File: src/rtl/hdmi_audio_decim.sv
`default_nettype none
// ============================================================================
//  Module   : hdmi_audio_decim
//  Brief    : Box-filter decimator for stereo PCM feeding the HDMI audio
//             input. Sums samples between window-close strobes, then
//             divides by the sample count to produce the window mean.
//  Revision : 1.0  initial release
// ============================================================================
module hdmi_audio_decim #(
  parameter int IN_W  = 16,
  parameter int ACC_W = 28
) (
  input  logic            clk,
  input  logic            reset_n,
  input  logic            sample_en,
  input  logic [IN_W-1:0] in_l,
  input  logic [IN_W-1:0] in_r,
  input  logic            sample_stb,
  output logic [IN_W-1:0] out_l,
  output logic [IN_W-1:0] out_r,
  output logic            out_valid,
  output logic            busy,
  output logic            overrun,
  output logic            dropped
);

  localparam int CNT_W  = ACC_W - IN_W;
  localparam int ITER_W = $clog2(ACC_W);

  localparam logic [CNT_W-1:0]  c_cnt_max   = {CNT_W{1'b1}};
  localparam logic [CNT_W-1:0]  c_cnt_one   = {{(CNT_W-1){1'b0}}, 1'b1};
  localparam logic [ITER_W-1:0] c_iter_one  = {{(ITER_W-1){1'b0}}, 1'b1};
  localparam logic [ITER_W-1:0] c_iter_last = ITER_W'(ACC_W - 1);
  localparam logic [ACC_W-1:0]  c_acc_one   = {{(ACC_W-1){1'b0}}, 1'b1};
  localparam logic [IN_W-1:0]   c_in_one    = {{(IN_W-1){1'b0}}, 1'b1};

  typedef enum logic [1:0] {
    S_IDLE = 2'd0,
    S_DIV  = 2'd1,
    S_DONE = 2'd2
  } state_t;

  state_t            r_state;

  // Running window sums and sample count
  logic [ACC_W-1:0]  r_acc_l, r_acc_r;
  logic [CNT_W-1:0]  r_cnt;
  logic              r_dropped;

  // Divider working registers: r_quo_* starts as |dividend| and shifts into
  // the quotient; the remainder never exceeds the divisor so CNT_W bits hold it.
  logic [ACC_W-1:0]  r_quo_l, r_quo_r;
  logic [CNT_W-1:0]  r_rem_l, r_rem_r;
  logic              r_neg_l, r_neg_r;
  logic [CNT_W-1:0]  r_div_cnt;
  logic [ITER_W-1:0] r_iter;

  logic [IN_W-1:0]   r_out_l, r_out_r;
  logic              r_out_valid, r_busy, r_overrun;

  logic [ACC_W-1:0]  w_sext_l, w_sext_r;
  logic [ACC_W-1:0]  w_abs_l, w_abs_r;
  logic [CNT_W:0]    w_trial_l, w_trial_r;
  logic [CNT_W-1:0]  w_diff_l, w_diff_r;
  logic              w_ge_l, w_ge_r;
  logic [IN_W-1:0]   w_res_l, w_res_r;
  logic              w_accept;

  assign w_accept = sample_stb && (r_state == S_IDLE);

  assign w_sext_l = {{(ACC_W-IN_W){in_l[IN_W-1]}}, in_l};
  assign w_sext_r = {{(ACC_W-IN_W){in_r[IN_W-1]}}, in_r};

  assign w_abs_l = r_acc_l[ACC_W-1] ? (~r_acc_l + c_acc_one) : r_acc_l;
  assign w_abs_r = r_acc_r[ACC_W-1] ? (~r_acc_r + c_acc_one) : r_acc_r;

  // One restoring-division step: bring down the next dividend bit, subtract
  // the divisor when it fits. The difference is below the divisor, so the
  // low CNT_W bits of the subtraction are exact.
  assign w_trial_l = {r_rem_l, r_quo_l[ACC_W-1]};
  assign w_trial_r = {r_rem_r, r_quo_r[ACC_W-1]};
  assign w_ge_l    = (w_trial_l >= {1'b0, r_div_cnt});
  assign w_ge_r    = (w_trial_r >= {1'b0, r_div_cnt});
  assign w_diff_l  = w_trial_l[CNT_W-1:0] - r_div_cnt;
  assign w_diff_r  = w_trial_r[CNT_W-1:0] - r_div_cnt;

  // Quotient magnitude is at most 2^(IN_W-1), so the low IN_W bits suffice;
  // negating 0x8000 yields -32768 exactly.
  assign w_res_l = r_neg_l ? (~r_quo_l[IN_W-1:0] + c_in_one) : r_quo_l[IN_W-1:0];
  assign w_res_r = r_neg_r ? (~r_quo_r[IN_W-1:0] + c_in_one) : r_quo_r[IN_W-1:0];

  // Accumulate samples; an accepted strobe restarts the window, seeding it
  // with a coincident sample.
  always_ff @(posedge clk or negedge reset_n) begin
    if (!reset_n) begin
      r_acc_l   <= '0;
      r_acc_r   <= '0;
      r_cnt     <= '0;
      r_dropped <= 1'b0;
    end else if (w_accept) begin
      if (sample_en) begin
        r_acc_l <= w_sext_l;
        r_acc_r <= w_sext_r;
        r_cnt   <= c_cnt_one;
      end else begin
        r_acc_l <= '0;
        r_acc_r <= '0;
        r_cnt   <= '0;
      end
    end else if (sample_en) begin
      if (r_cnt != c_cnt_max) begin
        r_acc_l <= r_acc_l + w_sext_l;
        r_acc_r <= r_acc_r + w_sext_r;
        r_cnt   <= r_cnt + c_cnt_one;
      end else begin
        r_dropped <= 1'b1;
      end
    end
  end

  // Window-close sequencer: latch, divide both channels in lockstep, sign.
  always_ff @(posedge clk or negedge reset_n) begin
    if (!reset_n) begin
      r_state     <= S_IDLE;
      r_quo_l     <= '0;
      r_quo_r     <= '0;
      r_rem_l     <= '0;
      r_rem_r     <= '0;
      r_neg_l     <= 1'b0;
      r_neg_r     <= 1'b0;
      r_div_cnt   <= '0;
      r_iter      <= '0;
      r_out_l     <= '0;
      r_out_r     <= '0;
      r_out_valid <= 1'b0;
      r_busy      <= 1'b0;
      r_overrun   <= 1'b0;
    end else begin
      r_out_valid <= 1'b0;
      if (sample_stb && (r_state != S_IDLE)) begin
        r_overrun <= 1'b1;
      end
      case (r_state)
        S_IDLE: begin
          if (sample_stb) begin
            r_quo_l   <= w_abs_l;
            r_quo_r   <= w_abs_r;
            r_neg_l   <= r_acc_l[ACC_W-1];
            r_neg_r   <= r_acc_r[ACC_W-1];
            r_div_cnt <= r_cnt;
            r_rem_l   <= '0;
            r_rem_r   <= '0;
            r_iter    <= '0;
            if (r_cnt == '0) begin
              r_state <= S_DONE;
            end else begin
              r_state <= S_DIV;
              r_busy  <= 1'b1;
            end
          end
        end
        S_DIV: begin
          r_quo_l <= {r_quo_l[ACC_W-2:0], w_ge_l};
          r_quo_r <= {r_quo_r[ACC_W-2:0], w_ge_r};
          r_rem_l <= w_ge_l ? w_diff_l : w_trial_l[CNT_W-1:0];
          r_rem_r <= w_ge_r ? w_diff_r : w_trial_r[CNT_W-1:0];
          r_iter  <= r_iter + c_iter_one;
          if (r_iter == c_iter_last) begin
            r_state <= S_DONE;
            r_busy  <= 1'b0;
          end
        end
        S_DONE: begin
          // An empty window keeps the previous output but still pulses valid.
          if (r_div_cnt != '0) begin
            r_out_l <= w_res_l;
            r_out_r <= w_res_r;
          end
          r_out_valid <= 1'b1;
          r_state     <= S_IDLE;
        end
        default: begin
          r_state <= S_IDLE;
          r_busy  <= 1'b0;
        end
      endcase
    end
  end

  assign out_l     = r_out_l;
  assign out_r     = r_out_r;
  assign out_valid = r_out_valid;
  assign busy      = r_busy;
  assign overrun   = r_overrun;
  assign dropped   = r_dropped;

endmodule
`default_nettype wire

File: config.mk
export PLATFORM = sky130hd
export DESIGN_NAME = hdmi_audio_decim
export DESIGN_NICKNAME = d
export VERILOG_FILES = /design/src/rtl/hdmi_audio_decim.sv
export SDC_FILE = /design/constraint.sdc
export NUM_CORES = 1
export LEC_CHECK = 0
export ABC_AREA = 0
export BUFFER_PORTS_ARGS = -buffer_cell sky130_fd_sc_hd__buf_4
export CAP_MARGIN = 25
export CORE_AREA = 2 2 174 142
export CTS_CLUSTER_DIAMETER = 30
export DETAILED_ROUTE_END_ITERATION = 6
export DIE_AREA = 0 0 176 144
export PLACE_DENSITY_LB_ADDON = 0.15
export REMOVE_ABC_BUFFERS = 1
export SYNTH_ARGS = -nofsm -noshare
export SYNTH_HDL_FRONTEND = slang
export SYNTH_SLANG_ARGS = --single-unit
File: constraint.sdc
create_clock -name clk -period 3 [get_ports clk]
set_input_delay 0.45 -clock clk [delete_from_list [all_inputs] [get_ports clk]]
set_output_delay 0.45 -clock clk [all_outputs]
set_load 0.05 [all_outputs]
==> summary.md, run 1 <==
| Metric | Value |
|---|---|
| Post-synthesis simple-gate area fraction | 15.5% |
| Final min period | 2.98 ns |
| Worst path top cell family by delay | compound AO/OA/AOI/OAI gates |
| Hold crit path type | input port to flop |
| Maxcap violations | 0 |
| Core area | 23800 um2 |
| Share of layout cells above drive strength 1 | 16.8% |
| Max incr delay on CP | 0.49 ns |
| Post-synthesis mux area share | 1.77% |
| Synth top area cells | dfrtp_1, ha_1, o21ai_0, xor2_1, a21oi_1 |
| Largest family of logic cells by synthesized area | compound AO/OA/AOI/OAI gates |
| Post-synth top area cell | dfrtp_1 |
| H-tree depth | 2 |
| Area growth, synth to finish | 23.4% |
| Slew Viols, Final | 0 |
| Largest net degree at the start of global routing | 74 |
| Most frequent cells in the layout | dfrtp_1, o21ai_0, buf_4 |
| N_diodes | 0 |
| CTS sink count | 205 |
| Worst-path fanout max | 5 |
| Mean routed wirelength per cell | 18.9 um |
| Root Buffer | clkbuf_16 |
| Num CTS Buffers | 49 |
| Mapped Avg Cell Area | 8.70 um2 |
| Post-synth EDFFs | 0 |
| Post-Synth Adder-Cell Area | 8.22% |
| Crit path buffers/inverters | 1 |
| Setup Skew | 0.0178 ns |
| Max Root-Sink Buffers | 3 |
| Dominant synthesized flop cell | dfrtp_1 |
| Final instance area | 17200 um2 |
| Cells after synthesis | 1598 |
| Final GP Congestion | 0.963 |
| # IOs | 72 |
| TritonCTS clock tree | done |
| Worst vdd ir | 634 uV |
| # fillers | 1860 |
| Synth top area share | 36.9% |
| Crit path from | r_acc_r[0] |
| Die Span Y | 144 um |
| ANT nets after route | 0 |
| Final Non-Filler Cells | 2095 |
| Power Density | 1360 nW/um2 |
| Fin crit share | 99.4% |
| Via density per instance | 6.25 |
| Distinct cells, synth | 77 |
| DRC violations left | 0 |
| Achievable Freq | 335 MHz |
| Initial antenna violation count | 0 |
| Clock Latency Late Sink | 0.55 ns |
| R2R Path End | r_acc_r[26] |
| First-pass GRT wire length | 63800 um |
| DRT Wirelength | 39600 um |
| Pre-CTS setup slack | -0.124 ns |
| Setup Crit Path Kind | flop to flop |
| Final WS setup | 0.0190 ns |
| Commonest non-fill, non-tap cell in the layout | dfrtp_1 |
| Slew HR | 29.5% |
| Worst Tran Pin Value | 1.05 ns |
| Gr usage total | 31.2% |
| Die Width | 176 um |
| Die area | 25300 um2 |
| Grt ovf | 0 |
| Final Core Density | 72.1% |
| Starting Density | 58.4% |
| CP Capture Type | flop |
| Synth Area in Compound Gates | 25.6% |
| R2r setup slk | 0.02 ns |
| Cell chain of the critical path | ha_4 > inv_2 > fa_2 > nor2b_2 > o31a_1 > or4b_1 > a41o_1 > a31oi_4 > o311ai_2 > a21o_1 > a31oi_1 > a21oi_1 |
| Required @ worst endpoint | 3.40 ns |
| Mapped cell area | 13900 um2 |
| Reg2Reg Depth | 12 |
| Levels on crit path | 12 |
| CTS clk-pin slew, worst paths | 0.04 ns |
| Placed insts | 1999 |
| Final-stage net count | 1861 |
| FF-to-FF Start | r_acc_r[0] |
| Drt pass-1 iters | 6 |
| Post-synthesis sequential area ratio | 36.9% |
| Port Buffers | 71 |
| # rows | 51 |
| Detailed Place HPWL | 27500 um |
| DP Area | 15300 um2 |
| Synth Area in XOR/XNOR | 8.75% |
| Final Hold Violating Endpoints | 0 |
| Number of global-route vias before repair | 12.3k |
| P_leak | 7.71 nW |
| Startpoint Class | flop |
| DRT iter0 DRCs | 983 |
| # setup viols final | 0 |
| Outcome | complete, no violations |
| Vias | 13.1k |
| Synth Register Bits | 205 |
| RSZ-0062 raised after global routing | yes |
| CP max stage cell | or4b_1 |
| Final hold slack | 0.151 ns |
| Yosys warnings | 0 |
| Asr flop ratio synth | 100% |
| Crit path DAT | 3.38 ns |
| Timing endpoint of the critical path | r_acc_r[26] |
[synthesized netlist by cell type (33+ instances only)]
cell,instances
ha_1,85
nor2_1,102
clkbuf_1,69
inv_1,42
o21ai_0,199
xnor2_1,55
xor2_1,84
a21oi_1,135
a21o_1,33
a22oi_1,50
dfrtp_1,205
nand3_1,55
nand2_1,151
[power by group]
group          internal [W]  total [W]  switching [W]  leakage, nW
clock network       0.00374    0.00563        0.00189        0.857
registers           0.00403    0.00541        0.00138         2.54
logic               0.00528     0.0123        0.00697         4.31
[what timing repair did]
item	CTS	global route
endpoints found under the hold margin	68	0
buffers inserted	0	2
gates cloned	0	1
setup endpoints to repair	3	30
resized for setup	2	22
hold buffers	1	0
pin swaps	0	5
[sequential cells by signal, indices dropped and copies added (netlist names)]
signal	cells
busy	1
dropped	1
out_l	16
out_r	16
out_valid	1
overrun	1
r_acc_l	28
r_acc_r	28
r_cnt	12
r_div_cnt	12
r_iter	5
r_neg_l	1
r_neg_r	1
r_quo_l	28
r_quo_r	28
r_rem_l	12
r_rem_r	12
r_state	2
[per-stage QoR]
stage          total power [W]  TNS, ns
3_5_place_dp            0.0172   -0.678
3_3_place_gp            0.0169   -0.345
2_1_floorplan           0.0137   -81.31
4_1_cts                 0.0231        0
5_1_grt                 0.0250   -0.366
6_report                0.0233        0
[area by class of cell]
class | instances | area [um2] | area share [%]
Clock inverter | 38 | 479 | 2.79
Multi-Input combinational cell | 1272 | 8430 | 49.1
Tap cell | 318 | 398 | 2.32
Timing Repair Buffer | 165 | 1280 | 7.49
Clock buffer | 54 | 1270 | 7.43
Inverter | 43 | 161 | 0.941
Sequential cell | 205 | 5130 | 29.9
[worst min-delay path, delay by kind of cell]
kind / cells / cell delay, ns
buf+inv: 1 / 0.09
compound gates: 1 / 0.07
simple gates: 1 / 0.06
[per-layer routing]
layer  up-vias  share of wire, %  track usage, %
met2       479                45            49.7
met3       102               7.1            5.39
met5         -                 0               0
met1      6339                45            43.4
met4         0               2.7            10.9
li1       6173                 -               -
[cell families after synthesis]
logic type / after synthesis
AO/OA/AOI/OAI: 567
XOR/XNOR: 139
flip-flops: 205
adder cells (fa/ha/maj): 89
AND/OR/NAND/NOR: 452
buffers and inverters: 122
multiplexers: 24
[worst min path at each step]
stage              start          end  slack [ns]  cells after the start
5_1_grt         in_l[10]  r_acc_l[10]        0.16                      3
3_5_place_dp   r_iter[4]    r_iter[4]        0.48                      1
4_1_cts          in_r[6]   r_acc_r[6]        0.14                      3
6_report        in_l[10]  r_acc_l[10]        0.15                      3
2_1_floorplan    reset_n         busy        0.15                      0
3_3_place_gp     overrun      overrun        0.46                      1
Power figures use the tool's default switching activity.
==> run 2: changes to the inputs <==
--- a/config.mk
+++ b/config.mk
@@ -13,6 +13,7 @@
 export DETAILED_ROUTE_END_ITERATION = 6
 export DIE_AREA = 0 0 176 144
 export PLACE_DENSITY_LB_ADDON = 0.15
+export RECOVER_POWER = 100
 export REMOVE_ABC_BUFFERS = 1
 export SYNTH_ARGS = -nofsm -noshare
 export SYNTH_HDL_FRONTEND = slang
==> summary.md, run 2 (synthesis results as in run 1) <==
| Metric | Value |
|---|---|
| Commonest non-fill, non-tap cell in the layout | dfrtp_1 (unchanged) |
| # setup viols final | 0 (unchanged) |
| Largest net degree at the start of global routing | 74 (unchanged) |
| Hold Crit Start | in_l[10] (unchanged) |
| Startpoint Class | flop (unchanged) |
| Slew Viols, Final | 135 (was 0) |
| Mean routed wirelength per cell | 18.9 um (about the same) |
| Die Span Y | 144 um (unchanged) |
| Worst Tran Pin Value | 1.82 ns (was 1.05 ns) |
| WHS Endpoint | r_acc_l[10] (unchanged) |
| Max Root-Sink Buffers | 3 (unchanged) |
| Worst path top cell family by delay | compound AO/OA/AOI/OAI gates (unchanged) |
| # rows | 51 (unchanged) |
| Gr usage total | 31.2% (unchanged) |
| Maxcap violations | 3 (was 0) |
| DRC violations left | 0 (unchanged) |
| Die area | 25300 um2 (unchanged) |
| Area growth, synth to finish | 21.6% (was 23.4%) |
| CP max stage cell | or4b_1 (unchanged) |
| Final instance area | 16900 um2 (was 17200 um2) |
| Placed insts | 1999 (unchanged) |
| Required @ worst endpoint | 3.40 ns (about the same) |
| Worst vdd ir | 634 uV (about the same) |
| Max incr delay on CP | 0.49 ns (about the same) |
| R2r setup slk | 0.03 ns (was 0.02 ns) |
| Starting Density | 58.4% (unchanged) |
| Via density per instance | 6.24 (was 6.25) |
| Worst-path fanout max | 5 (unchanged) |
| Final min period | 2.97 ns (was 2.98 ns) |
| Hold Path Depth | 3 (unchanged) |
| Final-stage net count | 1861 (unchanged) |
| Detailed Place HPWL | 27500 um (unchanged) |
| Number of global-route vias before repair | 12.3k (unchanged) |
| DRT Wirelength | 39600 um (about the same) |
| Setup Crit Path Kind | flop to flop (unchanged) |
| # fillers | 1929 (was 1860) |
| Slew HR | -21.2% (was 29.5%) |
| DRT iter0 DRCs | 1004 (was 983) |
| Crit path DAT | 3.36 ns (was 3.38 ns) |
| N_diodes | 0 (unchanged) |
| Root Buffer | clkbuf_16 (unchanged) |
| Share of layout cells above drive strength 1 | 13.9% (was 16.8%) |
| P_leak | 7.50 nW (was 7.71 nW) |
| Crit path buffers/inverters | 1 (unchanged) |
| Vias | 13.1k (about the same) |
| Outcome | finished, violations left (was complete, no violations) |
| Power Density | 1360 nW/um2 (about the same) |
| Drt pass-1 iters | 5 (was 6) |
| # IOs | 72 (unchanged) |
| Die Width | 176 um (unchanged) |
| Final Hold Violating Endpoints | 0 (unchanged) |
| CTS clk-pin slew, worst paths | 0.04 ns (about the same) |
| RSZ-0062 raised after global routing | yes (unchanged) |
| Hold crit path type | input port to flop (unchanged) |
| H-tree depth | 2 (unchanged) |
| Setup Skew | 0.0193 ns (was 0.0178 ns) |
| Achievable Freq | 337 MHz (was 335 MHz) |
| TritonCTS clock tree | done (unchanged) |
| First-pass GRT wire length | 63800 um (unchanged) |
| Cell chain of the critical path | ha_4 > inv_2 > fa_2 > nor2b_2 > o31a_1 > or4b_1 > a41o_1 > a31oi_4 > o311ai_2 > a21o_1 > a31oi_1 > a21oi_1 (unchanged) |
| DP Area | 15300 um2 (unchanged) |
| Port Buffers | 71 (unchanged) |
| Final GP Congestion | 0.963 (unchanged) |
| Failing checks | capacitance limit, slew limit |
| Clock Latency Late Sink | 0.55 ns (about the same) |
| R2R Path End | r_acc_r[26] (unchanged) |
| Num CTS Buffers | 49 (unchanged) |
| Core area | 23800 um2 (unchanged) |
| Initial antenna violation count | 0 (unchanged) |
| FF-to-FF Start | r_acc_r[0] (unchanged) |
| Grt ovf | 0 (unchanged) |
| CTS sink count | 205 (unchanged) |
| Fin crit share | 99.0% (was 99.4%) |
| CP Capture Type | flop (unchanged) |
| ANT nets after route | 0 (unchanged) |
| Most frequent cells in the layout | dfrtp_1, o21ai_0, nand2_1 (was dfrtp_1, o21ai_0, buf_4) |
| Final Non-Filler Cells | 2095 (unchanged) |
| Reg2Reg Depth | 12 (unchanged) |
run 2: cell types whose count changed in the layout (fill, tap and decap cells not counted), moves of 2 or more:
cell | before | now
buf_12 | 3 | 1
or3_4 | 2 | 0
clkbuf_4 | 0 | 4
clkbuf_2 | 0 | 8
clkbuf_1 | 2 | 47
buf_4 | 160 | 106
or3_1 | 12 | 14
run 2: worst min-delay path, stage by stage:
cell and delay (ns):
buf_4 0.09, nand3_1 0.06, o21ai_0 0.07
run 2: what timing repair did:
action | 4_1_cts | 5_1_grt
gates resized for setup | 2 | 22
pin swaps | 0 | 5
gates cloned | 0 | 1
hold endpoints to repair | 68 | 0
hold buffers | 1 | 0
endpoints found under the setup margin | 3 | 30
setup buffers | 0 | 2
run 2: stage by stage:
step           total power [W]  TNS (ns)  setup slack, ns  util (%)  hold slack [ns]
2_1_floorplan           0.0137    -81.31            -1.48         -            0.154
3_3_place_gp            0.0169    -0.345           -0.115      64.3            0.456
3_5_place_dp            0.0172    -0.678           -0.124      64.3            0.484
4_1_cts                 0.0231         0           0.0353      71.7            0.143
5_1_grt                 0.0248    -0.740          -0.0962      71.0            0.164
6_report                0.0231         0           0.0303      71.0            0.152
run 2: worst max-delay path by stage:
stage                from     endpoint  slack, ns  cells past startpoint
3_3_place_gp      in_r[0]  r_acc_r[26]      -0.12                     13
3_5_place_dp      in_r[0]  r_acc_r[26]      -0.12                     13
2_1_floorplan  r_state[0]  r_quo_l[10]      -1.48                      4
6_report       r_acc_r[0]  r_acc_r[26]       0.03                     12
4_1_cts        r_acc_r[0]  r_acc_r[24]       0.04                     12
5_1_grt        r_acc_r[0]  r_acc_r[16]       -0.1                     13
run 2: cell type report:
cell class | count | area [um2] | share of cell area, %
clock buffer | 54 | 1270 | 7.54
clock inverter | 38 | 479 | 2.83
inverter | 43 | 161 | 0.955
multi-input combinational | 1272 | 8400 | 49.7
sequential | 205 | 5130 | 30.3
tap | 318 | 398 | 2.35
timing repair buffer | 165 | 1060 | 6.30
run 2: routing by layer:
metal	GRT usage, %	part of all wire (%)	up-vias
met5	0	0	-
met4	10.9	3.1	0
met3	5.39	6.3	104
met2	49.7	45	428
met1	43.4	45	6371
li1	-	-	6177
run 2: power by group:
part	switching [W]	total (W)	internal [W]
sequential	0.00137	0.00541	0.00403
clock	0.00188	0.00562	0.00374
combinational	0.00696	0.0120	0.00508
total	0.0102	0.0231	0.0129
